## config.mk

```make
export PLATFORM = sky130hd
export DESIGN_NAME = sprite_renderer
export DESIGN_NICKNAME = d
export VERILOG_FILES = /design/src/rtl/sprite_renderer.sv
export SDC_FILE = /design/constraint.sdc
export NUM_CORES = 1
export LEC_CHECK = 0
export BUFFER_PORTS_ARGS = -buffer_cell sky130_fd_sc_hd__buf_2
export CORE_ASPECT_RATIO = 1.2
export CORE_UTILIZATION = 60
export DETAILED_ROUTE_END_ITERATION = 10
export PLACE_DENSITY = 0.85
export SYNTH_ARGS = -nofsm -noshare
export SYNTH_HDL_FRONTEND = slang
export SYNTH_SLANG_ARGS = --single-unit
```

## constraint.sdc

```tcl
create_clock -name vga_clk -period 9.2 [get_ports vga_clk]
set_input_delay 1.84 -clock vga_clk [delete_from_list [all_inputs] [get_ports vga_clk]]
set_output_delay 1.84 -clock vga_clk [all_outputs]
set_load 0.05 [all_outputs]
```

## src/rtl/sprite_renderer.sv

```systemverilog
// sprite_renderer: overlays one animated, optionally mirrored and magnified
// sprite onto a VGA pixel stream. Three-cycle pipeline: address/hit (S1),
// external ROM read (S2), colour select (S3). Sprite position, mirroring and
// animation frame only change at frame_start, so a frame never tears.
module sprite_renderer #(
   parameter int SPR_W      = 65,
   parameter int SPR_H      = 120,
   parameter int FRAMES     = 4,
   parameter int SCALE_LOG2 = 0,
   parameter int HOLD       = 6,
   parameter int TRANSP_IDX = 0,
   parameter int ADDR_W     = 15,
   localparam int FRAME_W   = (FRAMES > 1) ? $clog2(FRAMES) : 1
) (
   input  logic               vga_clk,
   input  logic               reset_n,
   input  logic [9:0]         DrawX,
   input  logic [9:0]         DrawY,
   input  logic               blank,
   input  logic               frame_start,
   input  logic [9:0]         pos_x,
   input  logic [9:0]         pos_y,
   input  logic               flip_h,
   input  logic               anim_en,
   input  logic               anim_restart,
   input  logic [3:0]         bg_red,
   input  logic [3:0]         bg_green,
   input  logic [3:0]         bg_blue,
   output logic [ADDR_W-1:0]  rom_address,
   input  logic [3:0]         rom_q,
   output logic [3:0]         pal_index,
   input  logic [3:0]         pal_red,
   input  logic [3:0]         pal_green,
   input  logic [3:0]         pal_blue,
   output logic [3:0]         red,
   output logic [3:0]         green,
   output logic [3:0]         blue,
   output logic               sprite_opaque,
   output logic [FRAME_W-1:0] cur_frame
);

   // Frame-stable copies of the sprite placement
   logic [9:0]         shadow_x;
   logic [9:0]         shadow_y;
   logic               shadow_flip;
   // Animation state
   logic [7:0]         hold_cnt;
   logic [FRAME_W-1:0] frame_q;

   // Combinational S1 results
   logic [10:0]        x_end;
   logic [10:0]        y_end;
   logic               hit;
   logic [9:0]         lx;
   logic [9:0]         ly;
   logic [9:0]         rx;
   logic [ADDR_W-1:0]  addr_next;

   // Pipeline flags and background colour travelling alongside the ROM read
   logic               s1_hit, s1_blank;
   logic [3:0]         s1_bg_r, s1_bg_g, s1_bg_b;
   logic               s2_hit, s2_blank;
   logic [3:0]         s2_bg_r, s2_bg_g, s2_bg_b;

   assign cur_frame = frame_q;
   assign pal_index = rom_q;

   // Hit test and texel address; 11-bit right edges clip past the screen rather than wrap
   always_comb begin
      x_end     = {1'b0, shadow_x} + 11'(SPR_W << SCALE_LOG2);
      y_end     = {1'b0, shadow_y} + 11'(SPR_H << SCALE_LOG2);
      hit       = (DrawX >= shadow_x) && ({1'b0, DrawX} < x_end) &&
                  (DrawY >= shadow_y) && ({1'b0, DrawY} < y_end);
      lx        = (DrawX - shadow_x) >> SCALE_LOG2;
      ly        = (DrawY - shadow_y) >> SCALE_LOG2;
      rx        = shadow_flip ? (10'(SPR_W - 1) - lx) : lx;
      addr_next = ADDR_W'(frame_q) * ADDR_W'(SPR_W * SPR_H) +
                  ADDR_W'(ly) * ADDR_W'(SPR_W) + ADDR_W'(rx);
   end

   // Placement shadow registers, loaded only at the start of a display frame
   always_ff @(posedge vga_clk) begin
      if (!reset_n) begin
         shadow_x    <= '0;
         shadow_y    <= '0;
         shadow_flip <= 1'b0;
      end else if (frame_start) begin
         shadow_x    <= pos_x;
         shadow_y    <= pos_y;
         shadow_flip <= flip_h;
      end
   end

   // Animation: count frame_starts, step the frame every HOLD of them; restart wins
   always_ff @(posedge vga_clk) begin
      if (!reset_n) begin
         hold_cnt <= '0;
         frame_q  <= '0;
      end else if (anim_restart) begin
         hold_cnt <= '0;
         frame_q  <= '0;
      end else if (frame_start && anim_en) begin
         if (hold_cnt == 8'(HOLD - 1)) begin
            hold_cnt <= '0;
            frame_q  <= (frame_q == FRAME_W'(FRAMES - 1)) ? '0 : frame_q + 1'b1;
         end else begin
            hold_cnt <= hold_cnt + 8'd1;
         end
      end
   end

   // S1: register ROM address (0 on a miss) and the per-pixel side information
   always_ff @(posedge vga_clk) begin
      if (!reset_n) begin
         rom_address <= '0;
         s1_hit      <= 1'b0;
         s1_blank    <= 1'b0;
         s1_bg_r     <= '0;
         s1_bg_g     <= '0;
         s1_bg_b     <= '0;
      end else begin
         rom_address <= hit ? addr_next : '0;
         s1_hit      <= hit;
         s1_blank    <= blank;
         s1_bg_r     <= bg_red;
         s1_bg_g     <= bg_green;
         s1_bg_b     <= bg_blue;
      end
   end

   // S2: hold side information while the ROM produces rom_q
   always_ff @(posedge vga_clk) begin
      if (!reset_n) begin
         s2_hit   <= 1'b0;
         s2_blank <= 1'b0;
         s2_bg_r  <= '0;
         s2_bg_g  <= '0;
         s2_bg_b  <= '0;
      end else begin
         s2_hit   <= s1_hit;
         s2_blank <= s1_blank;
         s2_bg_r  <= s1_bg_r;
         s2_bg_g  <= s1_bg_g;
         s2_bg_b  <= s1_bg_b;
      end
   end

   // S3: choose black during blanking, sprite colour on an opaque hit, else background
   always_ff @(posedge vga_clk) begin
      if (!reset_n) begin
         red           <= '0;
         green         <= '0;
         blue          <= '0;
         sprite_opaque <= 1'b0;
      end else if (!s2_blank) begin
         red           <= '0;
         green         <= '0;
         blue          <= '0;
         sprite_opaque <= 1'b0;
      end else if (s2_hit && (rom_q != 4'(TRANSP_IDX))) begin
         red           <= pal_red;
         green         <= pal_green;
         blue          <= pal_blue;
         sprite_opaque <= 1'b1;
      end else begin
         red           <= s2_bg_r;
         green         <= s2_bg_g;
         blue          <= s2_bg_b;
         sprite_opaque <= 1'b0;
      end
   end

endmodule

```

## Yosys cells after proc, flatten, opt, wreduce, memory -nomap -nowiden

Cells that the tools add are included.

| word-level totals | value |
|---|---|
| flip-flop bits (word level) | 87 |
| latch bits | 0 |
| RAM bits | 0 |
| bits in read-only memories | 0 |
| input port bits | 75 |
| output and inout bits | 34 |
| word-level logic and storage cells | 55 |
| memories | 0 |

| cells by class | value |
|---|---|
| add/sub/neg operators | 9 |
| $mul | 2 |
| div/mod/pow operators | 0 |
| order comparisons | 4 |
| equality and inequality tests | 2 |
| shifts and indexed selects | 0 |
| mux-type cells | 7 |
| bitwise gates (word level) | 1 |
| reduce and logical (&&, ||, !) cells | 10 |

Operator list:

| cell | number |
|---|---|
| $add A10 B7 Y11 const B | 2 |
| $lt A10 B11 Y1 | 2 |
| $ge A10 B10 Y1 | 2 |
| $sub A10 B10 Y10 | 2 |
| $add A15 B10 Y15 | 1 |
| $add A15 B15 Y15 | 1 |
| $mul A10 B7 Y15 const B | 1 |
| $mul A2 B10 Y12 const B | 1 |
| $mux W4 | 3 |
| $mux W10 | 1 |
| $sub A7 B10 Y10 const A | 1 |
| $add A8 B1 Y8 const B | 1 |
| $eq A8 B3 Y1 const B | 1 |
| $mux W8 | 1 |
| $reduce_and A2 Y1 | 3 |
| $logic_and A1 B1 Y1 | 5 |
| $reduce_bool A4 Y1 | 1 |
| $add A2 B1 Y2 const B | 1 |
| $eq A2 B2 Y1 const B | 1 |
| $mux W2 | 1 |
| $reduce_or A2 Y1 | 1 |
| $mux W1 | 1 |
| $not A1 Y1 | 1 |

## Depth between registers and ports, before layout

| logic depth | value |
|---|---|
| depth in word-level cells | 6 |
| depth in mapped cells | 24 |
| depth with buffers taken out | 24 |

## Least setup slack after synthesis

No wires, ideal clock.

| timing | value |
|---|---|
| path type | input to register |
| start | in DrawX[0] |
| end | reg rom_address[13] |
| library setup time | 0.122 ns |
| arrival time | 6.692 ns |
| required time | 9.078 ns |
| path slack | 2.387 ns |
| stages | 23 |
| path buffers | 0 |
| cells stage by stage | inv_1 -> ha_1 -> fa_1 -> nand2b_1 -> a21oi_2 -> xnor2_1 -> or2_4 -> o311a_4 -> a2111oi_4 -> xnor2_1 -> fa_1 -> inv_1 -> ha_1 -> ha_1 -> inv_1 -> fa_1 -> inv_1 -> ha_1 -> o21ai_0 -> nand2b_1 -> o311a_1 -> o21a_1 -> o311a_1 |

| on the way | value |
|---|---|
| cells in the longest elaborated chain, start to end | 5 |
| elaborated cells on any way between the ends | 10 |
| classes of those cells | add/sub: 3; order compare: 2; mux: 1; reduce/logical: 4 |

Ends and longest elaborated chain:

| what | line | RTL |
|---|---|---|
| from (decl) | 17 | `input logic [9:0] DrawX,` |
| parallel branches: the longest is 5 deep, another holds $add A15 B10 Y15 | - |  |
| to (signal assigned) | 122 | `rom_address <= hit ? addr_next : '0;` |
| to (decl) | 29 | `output logic [ADDR_W-1:0] rom_address,` |

Several ways; the timed one is not identified.
A chain may end at the register's enable or synchronous reset.

## Worst setup path after layout

Ends and elaborated chain as after synthesis.

==> impl_results.md <==
- Outcome: completed
- Post-Syn Area: 5740 sq um
- Largest area contributor in the netlist: dfxtp_1
- CTS Buf Count: 9
- Crit-path max FO: 4
- Worst-path clk slew: approximately 0.10 ns
- Post-synth ARST share: 0%
- Largest net degree at the start of global routing: 52
- Req. time, crit path: ~9.5 ns
- Setup bufs post-CTS: 0
- Slew Viols, Final: 0
- # port buffers: between 100 and 150
- Comb power frac: 49.9%
- Antenna cells: 0
- P_leak: around 3.1 nW
- Slew Limit Headroom: a little over a quarter
- Vias: ~4.5k
- Yosys top cell area share: a little under a third
- Vias/cell: approximately 5.4
- Peak Freq: between 100 and 150 MHz
- Flops & latches, synth: 87
- Area occupied by multi-input gates: between 3000 and 4000 sq um
- Synth cell types: 54
- Layout area overhead: 14.4%
- Die W: 91.3 um
- CP endpoint kind: register
- Final setup TNS: 0 ns
- Crit path arrival time: a little over 7 ns
- Sink Count: 87
- First-pass GRT wire length: approximately 20,000 um
- Startpoint types: input port
- Max cap viols: 0
- RSZ-0062 raised after global routing: false
- WL final: 11,800 um
- Initial drt markers: roughly 200
- Worst vdd ir: 0.000134 V
- Number of synthesis warnings: 0
- Total gr overflow: 0
- Ys flop type: dfxtp_1
- Crit Path Class: in2reg
- Initial antenna violation count: 0
- Gp weighted congestion: ~0.94
- Seq/Total Area, Yosys: between 30% and 40%
- Average size of a mapped cell: roughly 9.2 sq um
- Starting Density: between 60 and 70%
- Cell internal pwr: between 0.0008 and 0.0009 W
- FF/Latch Area: between 1500 and 2000 sq um
- Setup Skew: ~0.0094 ns
- Hold Buf Count CTS: 0
- Share of power burned in registers: a little under 30%
- Post-Syn Nets: 797
- Total power: 0.00137 W
- Drt drc: 0
- Sw power: 0.000551 W
- Number of global-route vias before repair: ~4.5k
- Ranking of synthesized cells by area: dfxtp_1, ha_1, fa_1, xnor2_1, and2_1
- I/O pins: 109
- Drt first pass iters: 4
- Hold crit path type: reg2reg
- Final setup violation count: 0
- Final Hold Viols: 0
- Die Height: ~110 um
- Layout cells sized above 1: 18.5%
- CTS root buffer: clkbuf_8
- Synth Instances: 622
- H-tree levels: 3
- CTS tree: yes
- PwrDens: 208 nW/um^2
- Clk network pwr share: just over 20%
- Clk_lat worst skew: between 0.3 and 0.4 ns
- FP Rows: 38
- GRT Total Usage: between 20 and 25%
- Final net count: approximately 900
- Mean routed wirelength per cell: between 10 and 15 um
- CTS resizes: 0
- Fillers: 678
- Tcrit/Tclk final: roughly three quarters
- Core region area: between 9000 and 10,000 sq um
- Switching part of the total: around 40%
- Worst Tran Pin Value: between 1 and 1.5 ns
- Max Root-Sink Buffers: 2
- Period minus WS final: a little under 7 ns
- Die footprint: around 10000 sq um
- Post-DRT Antenna Nets: 0
- HPWL after DPL: slightly below 10,000 um
- Number of synthesized flops with an enable pin: 0
[through the flow]
step	instance area, sq um	setup WS, ns	std cells	util (%)	hold slack, ns
after CTS	6570	2.36	848	71.6	0.438
final	6570	2.30	848	71.6	0.432
after detailed placement	6360	1.96	832	69.3	0.419
after floorplan	5740	2.39	622	-	0.412
after global routing	6570	2.04	848	71.6	0.451
after global placement	6360	2.16	832	69.3	0.417
[sequential cells by signal, summed over array words and instances, names as in the netlist]
register / count
s1_bg_g: 4
s2_hit: 1
blue: 4
s2_bg_g: 4
green: 4
hold_cnt: 8
rom_address: 15
s1_blank: 1
cur_frame: 2
s1_hit: 1
s1_bg_b: 4
s2_blank: 1
s1_bg_r: 4
shadow_y: 10
sprite_opaque: 1
shadow_flip: 1
s2_bg_r: 4
red: 4
s2_bg_b: 4
shadow_x: 10
[logic make-up (layout without fill, tap and decap cells)]
family,after synthesis,count (layout),share of synthesized area [%]
flip-flops,87,87,30.3
AND/OR/NAND/NOR,187,187,17.1
XOR/XNOR,52,52,7.93
adder cells (fa/ha/maj),100,100,23.7
AO/OA/AOI/OAI,97,97,11.7
multiplexers,22,22,3.83
buffers and inverters,77,183,5.32
[power by group through the flow]
stage / Sequential, W / Combinational (W) / Clock, W
after floorplan: 0.000430 / 0.000505 / 0
after global placement: 0.000411 / 0.000634 / 0
final: 0.000403 / 0.000684 / 0.000283
after detailed placement: 0.000412 / 0.000672 / 0
after global routing: 0.000405 / 0.000772 / 0.000305
after CTS: 0.000403 / 0.000681 / 0.000288
[final timing paths]
path	start	end	slack (ns)	cells past startpoint
setup / recovery	DrawX[0]	rom_address[13]	2.30	24
hold / removal	s1_bg_b[1]	s2_bg_b[1]	0.43	1
setup reg to reg	shadow_x[0]	rom_address[13]	3.52	22
hold reg to reg	s1_bg_b[1]	s2_bg_b[1]	0.43	1
[area by class of cell]
class / count / area share (%)
clock buffer: 9 / 1.88
sequential: 87 / 26.5
clock inverter: 7 / 1.37
timing repair buffer: 108 / 8.23
multi-input combinational: 458 / 56.4
tap: 120 / 2.28
inverter: 59 / 3.37
[cells in the final DEF, fill, tap and decap left out, types with 6 or more instances in the layout]
cell        n
a21o_1      9
a21oi_1    30
and2_1     37
buf_2     108
clkbuf_8    9
dfxtp_1    87
fa_1       15
ha_1       85
inv_1      59
mux2i_1    22
nand2_1    41
nand2b_1    6
nand3_1    17
nor2_1     27
nor2b_1    27
nor3_1     12
o21ai_0    21
xnor2_1    34
xor2_1     18
[metal layers]
layer | part of all wire, % | up-vias | global-route usage [%]
met3 | 3.6 | 38 | 5.23
met1 | 44 | 2084 | 28.6
met4 | 3.6 | 0 | 13.4
li1 | - | 2309 | -
met5 | 0 | - | 0
met2 | 49 | 113 | 43.8
[worst max-delay path: stages]
cell and delay (ns):
buf_2 0.08, inv_1 0.05, ha_1 0.21, fa_1 0.41
nand2b_1 0.19, a21oi_2 0.14, xnor2_1 0.10, or2_4 0.27
o311a_4 0.38, a2111oi_4 0.35, xnor2_1 0.13, fa_1 0.49
inv_1 0.05, ha_1 0.30, ha_1 0.28, inv_1 0.06
fa_1 0.53, inv_1 0.04, ha_1 0.33, o21ai_0 0.23
nand2b_1 0.11, o311a_1 0.13, o21a_1 0.18, o311a_1 0.29
[cells in the mapped netlist (all sizes together), types with 2 or more instances]
library cell  number
xnor2             34
xor2              18
or2                3
o21ai             21
dfxtp             87
nor2              27
inv               59
a2111oi            3
a31o               2
o311a              3
a31oi              2
mux2i             22
nor2b             27
a21o               9
nand2b             6
a21oi             31
and2              37
o21a               4
nor3              12
nand3             17
o311ai             2
nor4               4
and3               3
a211oi             2
ha                85
fa                15
and4               3
a211o              3
buf                5
o41ai              2
o2111ai            3
nand3b             2
clkbuf            13
nor3b              2
nand2             41
No activity file was read; power rests on OpenSTA's default activity.
